### config.mk
export PLATFORM = sky130hd
export DESIGN_NAME = seg_scan_driver
export DESIGN_NICKNAME = d
export VERILOG_FILES = /design/src/rtl/seg_pkg.sv /design/src/rtl/hex_to_seg7.sv /design/src/rtl/seg_scan_driver.sv
export SDC_FILE = /design/constraint.sdc
export NUM_CORES = 1
export LEC_CHECK = 0
export CAP_MARGIN = 20
export CORE_MARGIN = 4
export CORE_UTILIZATION = 50
export CTS_BUF_LIST = sky130_fd_sc_hd__clkbuf_8
export DETAILED_ROUTE_END_ITERATION = 6
export MAX_ROUTING_LAYER = met4
export PLACE_DENSITY = 0.72
export SLEW_MARGIN = 5
export SYNTH_ARGS = -nofsm -noshare
export SYNTH_HDL_FRONTEND = slang
export SYNTH_SLANG_ARGS = --single-unit
### constraint.sdc
create_clock -name clk -period 3 [get_ports clk]
set_clock_uncertainty 0.1 [all_clocks]
set_input_delay 0.6 -clock clk [delete_from_list [all_inputs] [get_ports clk]]
set_output_delay 0.6 -clock clk [all_outputs]
set_load 0.03 [all_outputs]
### src/rtl/seg_pkg.sv
// Shared constants for the eight-digit seven-segment scan driver:
// active-low segment code table, blank/off patterns and digit count.
package seg_pkg;

  localparam int NUM_DIGITS = 8;
  localparam logic [6:0] SEG_BLANK = 7'h7F;
  localparam logic [7:0] ANS_OFF = 8'hFF;

  // Active-low {g..a} codes, entry n is the glyph for hex digit n.
  localparam logic [15:0][6:0] SEG_CODES = {
    7'h0E, 7'h06, 7'h21, 7'h46, 7'h03, 7'h08, 7'h10, 7'h00,
    7'h78, 7'h02, 7'h12, 7'h19, 7'h30, 7'h24, 7'h79, 7'h40
  };

  typedef logic [2:0] digit_idx_t;

endpackage

### src/rtl/hex_to_seg7.sv
// Combinational hex nibble to active-low seven-segment code lookup.
module hex_to_seg7
  import seg_pkg::*;
(
  input  logic [3:0] nibble,
  output logic [6:0] code
);

  assign code = SEG_CODES[nibble];

endmodule

### src/rtl/seg_scan_driver.sv
// Time-multiplexed eight-digit hex display driver with frame-aligned updates.
// Optional leading-zero blanking is enabled by defining SEG_BLANK_LEADING_ZERO_EN.
module seg_scan_driver
  import seg_pkg::*;
#(
  parameter int unsigned REFRESH_DIV = 100000
) (
  input  logic        clk,
  input  logic        reset,
  input  logic [31:0] data_in,
  input  logic        load,
  output logic [6:0]  seg,
  output logic [7:0]  ans,
  output logic        frame
);

  localparam int CNT_W = 24;
  localparam logic [CNT_W-1:0] CNT_MAX = CNT_W'(REFRESH_DIV - 1);

  logic [CNT_W-1:0] cnt_reg;
  digit_idx_t       idx_reg;
  logic [31:0]      pending_reg;
  logic [31:0]      display_reg;
  logic             tick;
  logic             wrap;
  logic [3:0]       nibble;
  logic [6:0]       code;
  logic             show;

  assign tick   = (cnt_reg == CNT_MAX);
  assign wrap   = tick && (idx_reg == digit_idx_t'(NUM_DIGITS - 1));
  assign nibble = display_reg[{idx_reg, 2'b00} +: 4];

  hex_to_seg7 u_hex_to_seg7 (
    .nibble (nibble),
    .code   (code)
  );

`ifdef SEG_BLANK_LEADING_ZERO_EN
  logic [NUM_DIGITS-1:0] nz;

  generate
    for (genvar gi = 0; gi < NUM_DIGITS; gi++) begin : g_nz
      assign nz[gi] = |display_reg[4*gi +: 4];
    end
  endgenerate

  // A digit is visible if it is digit 0 or any nibble at or above it is nonzero.
  assign show = (idx_reg == '0) || (|(nz >> idx_reg));
`else
  assign show = 1'b1;
`endif

  always_ff @(posedge clk) begin
    if (reset) begin
      cnt_reg     <= '0;
      idx_reg     <= '0;
      pending_reg <= '0;
      display_reg <= '0;
      frame       <= 1'b0;
      ans         <= ANS_OFF;
      seg         <= SEG_BLANK;
    end else begin
      cnt_reg <= tick ? '0 : cnt_reg + 1'b1;
      if (tick)
        idx_reg <= idx_reg + 1'b1;
      if (load)
        pending_reg <= data_in;
      // Display only changes at the frame boundary; a coincident load bypasses pending.
      if (wrap)
        display_reg <= load ? data_in : pending_reg;
      frame <= wrap;
      if (show) begin
        ans <= ~(8'h01 << idx_reg);
        seg <= code;
      end else begin
        ans <= ANS_OFF;
        seg <= SEG_BLANK;
      end
    end
  end

endmodule

==> key figures <==
Timing
  • Crit share post-route: 0.839
  • Final setup TNS: 0 ps
  • # setup viols final: 0
  • Minimum clock period: 2520 ps
  • Final WS setup: 483 ps
  • Max-slew violation total from the final report: 0
  • Fin. Hold Viols: 0
  • Worst slew pin tran: 601 ps
  • Fmax: 0.397 GHz
  • Max_slew headroom: 0.599
  • RSZ-0062 raised after global routing: false

Worst setup path
  • Crit. Startpoint: idx_reg[0]$_SDFFE_PP0N_
  • R2R depth: 5
  • Critical Path RT: 3140 ps
  • CP Capture Type: register
  • Reg2Reg Setup Slack: 480 ps
  • Crit path kind: register to register
  • Arrival time at the worst endpoint: 2660 ps
  • Worst Setup Start Kind: register
  • Peak fanout along the critical path: 9
  • RR Endpoint: seg[3]$_SDFF_PP1_
  • Reg2Reg Launch Point: idx_reg[0]$_SDFFE_PP0N_

Floorplanning
  • I/O Pins: 51
  • FP Rows: 34
  • Die area: 10,900 sq um
  • Die extent in y: 105 microns
  • Initial core utilization: 0.524
  • Core area: 8890 sq um
  • Die width: 105 microns

Synthesis
  • Ys async rst share: 0
  • Yosys reg bits: 107
  • Syn Area/Cell: 10.6 sq um
  • Synth Flop Type: dfxtp_1
  • Yosys warns: 0
  • EDFF count, synth: 0
  • Synth Area in Simple Gates: 0.170
  • Post-synthesis adder-cell area fraction: 0.0349
  • Post-Syn Area: 4660 sq um
  • Xor/xnor share of the synthesized area: 0.0432
  • Register area share after synthesis: 0.459
  • Distinct cells, synth: 43
  • Main combinational cell family by area after synthesis: multiplexers
  • Post-synthesis net count: 486
  • Syn Inst Count: 438
  • Multiplexer share of the synthesized area: 0.226
  • Synth Area in Compound Gates: 0.0303

Min path
  • Tightest Hold Check Type: register to register
  • Worst Min Path Start: cnt_reg[0]$_SDFF_PP0_
  • Hold path endpoint: cnt_reg[0]$_SDFF_PP0_
  • Hold path cells: 1

Final layout
  • Share of cells above drive strength 1: 0.142
  • Syn-to-layout area delta: 15.9%
  • Layout Nets: 528
  • Final core utilization: 0.608
  • # fillers: 757
  • Ant. Diodes: 0

GRT
  • Total track usage: 0.160
  • Antenna violations before repair: 0
  • Global-route wire length before repair: 14.1 mm
  • Vias in the first global route: 2,972
  • Largest net degree at the start of global routing: 34
  • Grt total ovfl: 0

Clock tree
  • Setup Fix Bufs, Post-CTS: 0
  • Clk slew on worst S/H paths: 90 ps
  • H-tree levels: 3
  • Root buf cell: clkbuf_8
  • CTS tree: done
  • CTS Buf Count: 9
  • Cts repair resizes: 0
  • CTS sink cnt: 107
  • Clock latency on the worst-skew pair: 350 ps
  • CTS Hold Bufs: 0
  • Clock tree buffer depth: 2

Detailed routing
  • Antenna Nets Post-Route: 0
  • WL per Instance: 13.9 microns
  • Vias: 3,049
  • Initial DRT Pass Iterations: 4
  • Drt first-iter violations: 104
  • Vias per inst: 5.14
  • DR DRC count: 0
  • Total Wirelength: 8.23 mm

Run status
  • Outcome: completed

Power and ir drop
  • Cell Pwr Density: 459 nW/um^2
  • Worst vdd ir: 295 uV
  • Final total power: 0.00248 W
  • Leakage: 2.27 nW

Placed design
  • I/O Buffers: 50
  • RePlAce Congestion: 0.777
  • Pre-CTS WS: 479 ps
  • Final HPWL DP: 5.94 mm

Run
  • Max-cap viol count: 0
==> logic make-up after synthesis <==
family,Yosys count
compound gates,20
fa+ha+maj,13
buf+inv,34
mux,82
flops,107
xor+xnor,23
simple gates,159
==> layout make-up <==
cell class	count	area, sq um	area share
Multi-Input combinational cell	297	2350	0.436
Clock inverter	6	57.6	0.0106
Clock buffer	10	138	0.0255
Sequential cell	107	2140	0.396
Timing Repair Buffer	55	541	0.100
Tap cell	108	135	0.0250
Inverter	10	37.5	0.00694
==> routing by layer <==
layer,track usage,wire [microns],vias up,part of all wire
met2,0.250,3780,50,0.46
li1,-,-,1571,-
met3,0.0327,284,4,0.034
met5,-,0,-,0
met1,0.212,4120,1424,0.50
met4,0.0450,52,0,0.0063
==> synthesized netlist by cell type (5+ instances only) <==
library cell / instances / area share
nand3_1: 10 / 0.011
mux4_2: 6 / 0.029
xnor2_1: 14 / 0.026
mux2_2: 7 / 0.017
nand4_1: 5 / 0.0067
inv_1: 10 / 0.0081
mux2i_1: 39 / 0.084
mux2_4: 30 / 0.097
xor2_1: 9 / 0.017
clkbuf_1: 9 / 0.0072
dfxtp_1: 107 / 0.46
ha_1: 13 / 0.035
buf_2: 7 / 0.0075
o21ai_0: 5 / 0.0054
nand2_1: 18 / 0.014
nor3_1: 6 / 0.0064
nor2_1: 67 / 0.054
nor2b_1: 33 / 0.044
==> layout by cell type (no fill, tap or decap), types with 6 or more instances in the layout <==
cell type | netlist | final
nand3_1 | 10 | 10
mux2i_1 | 39 | 39
inv_1 | 10 | 12
nor2b_1 | 33 | 33
xnor2_1 | 14 | 14
mux2_2 | 7 | 7
mux4_2 | 6 | 6
nor3_1 | 6 | 6
nor2_1 | 67 | 67
clkdlybuf4s50_1 | 0 | 48
nand2_1 | 18 | 18
mux2_4 | 30 | 30
xor2_1 | 9 | 9
dfxtp_1 | 107 | 107
clkbuf_8 | 0 | 10
ha_1 | 13 | 13
==> worst max-delay path, cell delays in order (launching register included) <==
cell and delay [ps]:
dfxtp_1 630, mux4_2 580, mux2_2 330, ha_1 270, mux2_2 270, o31a_1 230
==> power breakdown <==
part	switching [W]	internal (W)
clock network	0.000458	0.000402
logic	0.0000769	0.0000817
registers	0.0000109	0.00145
==> how the worst max path moves through the flow <==
stage | to | slack (ps) | cells past startpoint
after floorplan | seg[3]$_SDFF_PP1_ | 670 | 6
after global placement | seg[3]$_SDFF_PP1_ | 510 | 5
after detailed placement | seg[3]$_SDFF_PP1_ | 480 | 5
after CTS | seg[3]$_SDFF_PP1_ | 460 | 5
after global routing | seg[0]$_SDFF_PP1_ | 310 | 6
final | seg[3]$_SDFF_PP1_ | 480 | 5
==> metrics by stage <==
step / area (sq um) / std cells / hold WS, ps
2_1_floorplan: 4660 / 438 / 330
3_3_place_gp: 5210 / 577 / 347
3_5_place_dp: 5210 / 577 / 390
4_1_cts: 5410 / 593 / 411
5_1_grt: 5410 / 593 / 433
6_report: 5410 / 593 / 398
Note: power is estimated with default switching activity, not from simulation.
